==> src/rtl/fifo_arb_pkg.sv <==
// rtl/fifo_arb_pkg.sv - shared types and helpers for the FIFO write arbiter
package fifo_arb_pkg;

   typedef enum logic {
      IDLE  = 1'b0,
      GRANT = 1'b1
   } arb_state_t;

   // Width of a requester index; never narrower than one bit.
   function automatic int grant_width(input int n);
      return (n <= 2) ? 1 : $clog2(n);
   endfunction

endpackage

==> src/rtl/rr_picker.sv <==
// rtl/rr_picker.sv - combinational round-robin winner search starting at rr_ptr
module rr_picker #(
   parameter int NUM_REQ = 4,
   parameter int IDX_W   = 2
) (
   input  logic [NUM_REQ-1:0] req,
   input  logic [IDX_W-1:0]   rr_ptr,
   output logic [IDX_W-1:0]   winner,
   output logic               any_req
);

   int                idx;
   logic [IDX_W-1:0]  idx_w;

   // Scan offsets from farthest to nearest so the requester closest to rr_ptr wins last.
   always_comb begin
      winner  = '0;
      any_req = |req;
      idx     = 0;
      idx_w   = '0;
      for (int k = NUM_REQ - 1; k >= 0; k--) begin
         idx = int'(rr_ptr) + k;
         if (idx >= NUM_REQ) begin
            idx = idx - NUM_REQ;
         end
         idx_w = idx[IDX_W-1:0];
         if (req[idx_w]) begin
            winner = idx_w;
         end
      end
   end

endmodule

==> src/rtl/fifo_wr_arbiter.sv <==
// rtl/fifo_wr_arbiter.sv - packet-locked round-robin arbiter driving one FIFO write port
module fifo_wr_arbiter
   import fifo_arb_pkg::*;
#(
   parameter int  NUM_REQ    = 4,
   parameter int  DATA_WIDTH = 8,
   localparam int GRANT_W    = grant_width(NUM_REQ)
) (
   input  logic                          clk,
   input  logic                          rstn,
   input  logic [NUM_REQ-1:0]            req_valid,
   input  logic [NUM_REQ-1:0]            req_last,
   input  logic [NUM_REQ*DATA_WIDTH-1:0] req_data,
   output logic [NUM_REQ-1:0]            req_ready,
   input  logic                          fifo_full,
   output logic                          fifo_wr_en,
   output logic [DATA_WIDTH-1:0]         fifo_data_in,
   output logic                          busy,
   output logic [GRANT_W-1:0]            grant_id
);

   arb_state_t          state_q, state_d;
   logic [GRANT_W-1:0]  grant_q, grant_d;
   logic [GRANT_W-1:0]  rr_ptr_q, rr_ptr_d;
   logic [GRANT_W-1:0]  pick_winner;
   logic                pick_any;
   logic                xfer;

   rr_picker #(
      .NUM_REQ (NUM_REQ),
      .IDX_W   (GRANT_W)
   ) u_rr_picker (
      .req     (req_valid),
      .rr_ptr  (rr_ptr_q),
      .winner  (pick_winner),
      .any_req (pick_any)
   );

   always_ff @(posedge clk) begin
      if (!rstn) begin
         state_q  <= IDLE;
         grant_q  <= '0;
         rr_ptr_q <= '0;
      end else begin
         state_q  <= state_d;
         grant_q  <= grant_d;
         rr_ptr_q <= rr_ptr_d;
      end
   end

   // Ready depends only on registered grant and fifo_full, never on req_valid.
   always_comb begin
      state_d      = state_q;
      grant_d      = grant_q;
      rr_ptr_d     = rr_ptr_q;
      req_ready    = '0;
      xfer         = 1'b0;
      fifo_data_in = '0;
      for (int i = 0; i < NUM_REQ; i++) begin
         if (grant_q == GRANT_W'(i)) begin
            fifo_data_in = req_data[i*DATA_WIDTH +: DATA_WIDTH];
         end
      end
      case (state_q)
         IDLE: begin
            if (pick_any) begin
               grant_d = pick_winner;
               state_d = GRANT;
            end
         end
         GRANT: begin
            req_ready[grant_q] = !fifo_full;
            xfer = req_valid[grant_q] && !fifo_full;
            if (xfer && req_last[grant_q]) begin
               state_d  = IDLE;
               rr_ptr_d = (grant_q == GRANT_W'(NUM_REQ - 1)) ? '0 : grant_q + 1'b1;
            end
         end
         default: begin
            state_d = IDLE;
         end
      endcase
   end

   assign fifo_wr_en = xfer;
   assign busy       = (state_q == GRANT);
   assign grant_id   = grant_q;

endmodule

==> config.mk <==
export PLATFORM = sky130hd
export DESIGN_NAME = fifo_wr_arbiter
export DESIGN_NICKNAME = d
export VERILOG_FILES = /design/src/rtl/fifo_arb_pkg.sv /design/src/rtl/rr_picker.sv /design/src/rtl/fifo_wr_arbiter.sv
export SDC_FILE = /design/constraint.sdc
export NUM_CORES = 1
export LEC_CHECK = 0
export CAP_MARGIN = 20
export CORE_UTILIZATION = 30
export CTS_BUF_LIST = sky130_fd_sc_hd__clkbuf_16
export DETAILED_ROUTE_END_ITERATION = 16
export PLACE_DENSITY = 0.79
export SETUP_SLACK_MARGIN = 0.02
export SLEW_MARGIN = 30
export SYNTH_ARGS = -nofsm -noshare
export SYNTH_HDL_FRONTEND = slang
export SYNTH_SLANG_ARGS = --single-unit
==> constraint.sdc <==
create_clock -name clk -period 2 [get_ports clk]
set_input_delay 0.5 -clock clk [delete_from_list [all_inputs] [get_ports clk]]
set_output_delay 0.5 -clock clk [all_outputs]
set_load 0.005 [all_outputs]
# Word-level counts from Yosys, hierarchy flattened
# Index checks and enable logic that the tools add are counted.
# W data, S select, Z words.
[word_totals]
register_bits = 5
output_inout_bits = 16
word_cells = 66
[op_classes]
n_addsub = 8
magnitude_cmp = 10
eq_ne = 3
mux = 32
bitwise_logic = 2
reduce_logical = 8
[ops]
columns = ["operator", "n"]
rows = [
  ["$mux W8", 4],
  ["$mux W2", 9],
  ["$lt A2 B3 Y1 const B", 5],
  ["$bmux W1 S2", 6],
  ["$mux W1", 10],
  ["$ge A3 B3 Y1 const B", 3],
  ["$sub A2 B1 Y2 const B", 4],
  ["$add A2 B2 Y3 const B", 2],
  ["$and A4 B4 Y4", 1],
  ["$eq A2 B2 Y1 const B", 2],
  ["$mux W4", 1],
  ["$reduce_and A2 Y1", 2],
  ["$reduce_or A4 Y1", 1],
  ["$add A2 B1 Y3 const B", 1],
  ["$ge A2 B3 Y1 const B", 1],
  ["$logic_and A1 B1 Y1", 3],
  ["$add A2 B1 Y2 const B", 1],
  ["$demux W1 S2", 1],
  ["$eq A2 B1 Y1 const B", 1],
  ["$ge A2 B1 Y1 const B", 1],
  ["$logic_not A2 Y1", 1],
  ["$pmux W1 S2", 1],
  ["$logic_not A1 Y1", 1],
  ["$not A1 Y1", 1],
]

# Depth between registers and ports, before layout
[depth]
depth_word = 9
ltp_mapped = 7
mapped_depth_nobuf = 6

# Modules after synthesis
# Synthesis repeated with hierarchy kept, for this count alone.
[hier_totals]
cells_unflattened = 106
area_unflattened_um2 = 693.2
[modules_own_cells]
columns = ["mod", "n_inst", "cells_per_inst", "area_each_um2", "seq_area_each_um2"]
rows = [
  ["fifo_wr_arbiter", 1, 93, 615.6, 100.1],
  ["rr_picker", 1, 13, 77.6, 0.0],
]

# Least setup slack after synthesis
# No wires, ideal clock.
[synth_timing]
path_kind = "reg-to-output"
from = "reg grant_q[1], in the netlist grant_id[1]"
to = "out fifo_data_in[6]"
arrival_time_ps = 1388
required_time_ps = 1500
path_slack_ps = 112
path_stages_with_launch = 8
cell_sequence = "dfxtp_1 > inv_1 > ha_1 > clkbuf_1 > nand3b_1 > a21oi_1 > a21oi_1 > o21ai_0"
[synth_between]
elab_chain_cells = 5
elab_cells_between_ends = 8
cone_classes = "3 x eq/ne; 4 x mux; 1 x reduce/logical"
[synth_rtl]
columns = ["item", "line_no", "source"]
rows = [
  ["start, declared", "fifo_wr_arbiter.sv:23", "logic [GRANT_W-1:0] grant_q, grant_d;"],
  ["start signal, assigned", "fifo_wr_arbiter.sv:46", "grant_q <= grant_d;"],
  ["$logic_not A2 Y1", "fifo_wr_arbiter.sv:60", "if (grant_q == GRANT_W'(i)) begin"],
  ["$mux W8 (3 in a row)", "fifo_wr_arbiter.sv:60", ""],
  ["$mux W8 *", "fifo_wr_arbiter.sv:60", ""],
  ["end, declared", "fifo_wr_arbiter.sv:17", "output logic [DATA_WIDTH-1:0] fifo_data_in,"],
]
# Mark *: on every way between the ends. The rest lies on a longest branch, timed or not.

# Worst setup path after layout
[layout_timing]
from = "reg grant_q[0], in the netlist grant_id[0]"
to = "out fifo_data_in[0]"
# The elaborated chain is that of the path after synthesis.

==> qor.txt <==
status = finished, violations left
violated checks = negative setup slack
clock sinks = 5
delay of the slowest cell on the worst path = 0.35 ns
full die area = 0.002346 mm2
GRT Max-Usage Layer = met2
CTS tree = done
final setup vio count = 9
Fmax = 463.2 MHz
mux contribution to synthesized area = 6.963%
CTS HTree Levels = 1
pin count of the biggest net entering global routing = 18
max_cap viols = 0
diodes inserted = 0
crit end category = primary output
die width = 48.44 um
first-pass GRT wire length = 6134 um
crit start category = flop
Final Cycle Share = 108.0%
Pleak = 0.7071 nW
skew final = 0.0007400 ns
synth-to-layout area growth = 162.3%
Wirelength per Cell = 19.05 um
Psw = 219.6 uW
number of global-route vias before repair = 1,213
I/O pin total = 59
fin. max-slew vios = 0
CP top delay family = buffers and inverters
hold-fix buffers at CTS = 0
CP cell instances = buf_6 > ha_4 > nor2b_4 > buf_6 > a221oi_2 > o31ai_1 > buf_2
worst slew pin tran = 0.3894 ns
grt total ovfl = 0
GRT Overall Usage = 34.99%
sequential fraction of the synthesis area = 15.47%
post-synthesis compound-gate area fraction = 35.20%
Power Density = 476.8 mW/mm2
final worst slack = -0.1590 ns
Post-DRT Antenna Nets = 0
Remaining DRCs = 0
final hold violation count = 0
Syn Area/Cell = 7.610 um2
yosys warns = 0
simple-gate portion of the synthesized area = 28.63%
largest family of logic cells by synthesized area = compound AO/OA/AOI/OAI gates
met1 Use GR = 35.07%
synthesized instance count = 85
Detailed Route WL = 3791 um
peak supply drop = 725.0 uV
clock buffer depth = 2
Final Cell Area = 0.001697 mm2
final-stage net count = 220
FFs w/ async S/R, synth = 0%
clock transition at the registers of the reported paths = 0.03 ns
Core ar. = 0.002002 mm2
detailed placement HPWL = 1998 um
DIE HEIGHT = 48.44 um
Final Power = 809.0 uW
RSZ-0062 raised after global routing = true
CTS root buf = clkbuf_16
Final TNS setup = -0.6622 ns
Global Route met3 Usage = 10.69%
Mapped Nets = 132
DRT iter0 DRCs = 41
WP data arrival = 1.66 ns
Initial DRT Pass Iterations = 4
met2 Track Usage GR = 62.68%
prevailing post-synth register cell = dfxtp_1
unique cell type count in the Yosys netlist = 27
min Tclk post-route = 2.159 ns
Cell Rows = 16
antenna violations before repair = 0
Buf+Inv Stages, Crit Path = 3
Core Util, Final = 84.75%
Most common cell on crit path = buf_6
layout cells sized above 1 = 41.28%
Seq pwr share = 13.9%
area share of fa/ha/maj cells after synthesis = 7.737%
Worst Path Required = 1.50 ns
CTS buffer count = 3
Seq cells post-synth = 5
Crit Path Class = reg2out
Initial Util = 32.31%
power share of the combinational group = 45.9%
Rel. slew slack = 73.83%
DR vias = 1,118
mapped cell area = 646.9 um2
clock share of power = 40.2%
CP max stage cell = dfxtp_4
Post-Synth XOR/XNOR Area = 0%
largest fanout on the critical path = 5
I/O Buffers = 58
EDFF count, synth = 0
HP Class = reg2reg
placed instance area = 0.001378 mm2
Via density = 5.618
global placement routability congestion = 0.8450
Cell Int Power = 589.4 uW
Worst-Skew Late Latency = 0.23 ns
Sw Share = 27.15%
[registers in the layout (all words and copies together) (netlist names)]
register / flops
grant_id: 2
busy: 1
rr_ptr_q: 2
[power by group through the flow]
stage	combinational (mW)	clock, mW	sequential [mW]
after floorplan	0.0945	0	0.116
final	0.372	0.325	0.112
after global routing	0.392	0.341	0.113
after CTS	0.349	0.327	0.111
after detailed placement	0.306	0	0.113
after global placement	0.299	0	0.112
[per-layer routing]
layer	share of wire [%]	vias up
met5	0	-
met4	5.5	0
met3	7.2	21
met2	53	77
met1	35	524
li1	-	496
[cell usage after synthesis (2+ instances only)]
cell type / n / share of area (%)
o21ai_0: 5 / 3.9
a221oi_1: 7 / 9.5
nand3_1: 2 / 1.5
mux4_2: 2 / 7.0
nand2_1: 10 / 5.8
dfxtp_1: 5 / 15
clkbuf_1: 3 / 1.7
and2_1: 4 / 3.9
nor2b_1: 10 / 9.7
a21oi_1: 6 / 4.6
inv_1: 6 / 3.5
o31ai_1: 7 / 8.1
ha_1: 4 / 7.7
[through the flow]
step | std cells | setup WS (ns) | hold WS [ns]
detailed placement | 182 | -0.5356 | 0.5136
global placement | 182 | -0.5044 | 0.5027
floorplan | 85 | 0.1116 | 0.4858
global route | 199 | -0.2051 | 0.5888
CTS | 199 | -0.08151 | 0.5263
finish | 199 | -0.1590 | 0.5539
[placed cells by master (no fill, tap or decap), types with 2 or more instances in the layout]
| master | netlist | final |
|---|---|---|
| inv_1 | 6 | 5 |
| nor2b_1 | 10 | 9 |
| and2_4 | 1 | 4 |
| dlygate4sd2_1 | 0 | 5 |
| clkdlybuf4s50_1 | 0 | 40 |
| buf_4 | 0 | 13 |
| mux4_2 | 2 | 2 |
| buf_2 | 1 | 10 |
| a221oi_2 | 0 | 7 |
| ha_4 | 0 | 4 |
| dfxtp_1 | 5 | 3 |
| clkdlybuf4s15_1 | 0 | 2 |
| o21ai_0 | 5 | 4 |
| inv_2 | 0 | 2 |
| a21oi_1 | 6 | 6 |
| nand2_1 | 10 | 10 |
| o31ai_1 | 7 | 6 |
| clkbuf_16 | 0 | 3 |
| buf_6 | 0 | 15 |
| nand3_1 | 2 | 2 |
[what timing repair did]
item	in CTS	in global routing
resized for setup	92	5
setup buffers	11	0
gates cloned	2	0
endpoints found under the setup margin	13	11
pin swaps	15	5
[worst register-to-register path, stage by stage (launching register included)]
cell and delay [ns]:
dfxtp_4 0.37, buf_6 0.11, buf_6 0.09, buf_4 0.13
mux4_2 0.55, nand3_2 0.15, nand3_1 0.12, o41ai_2 0.07
[kinds of logic (layout without fill, tap and decap cells)]
kind of cell               after synthesis  in the layout
and+or+nand+nor                         33             33
buffers and inverters                   10             97
AOI/OAI and AO/OA                       31             31
muxes                                    2              2
DFF                                      5              5
adders and majority gates                4              4
[path summary, 6_finish.rpt]
check             cells after the start  slack [ns]                  endpoint                startpoint
setup / recovery                      7       -0.16           fifo_data_in[0]  grant_id[0]$_SDFFE_PN0P_
hold reg to reg                       2        0.55  rr_ptr_q[0]$_SDFFE_PN0P_  rr_ptr_q[0]$_SDFFE_PN0P_
hold / removal                        2        0.55  rr_ptr_q[0]$_SDFFE_PN0P_  rr_ptr_q[0]$_SDFFE_PN0P_
setup reg to reg                      7        0.31  rr_ptr_q[0]$_SDFFE_PN0P_  grant_id[0]$_SDFFE_PN0P_
[cell type report]
cell class	instances	area, um2
clock buffer	3	75.07
tap	27	33.78
multi-input combinational	70	628.1
timing repair buffer	87	828.3
clock inverter	1	3.754
inverter	6	22.52
sequential	5	105.1
fill	117	305.3
(Power assumes the default switching activity.)
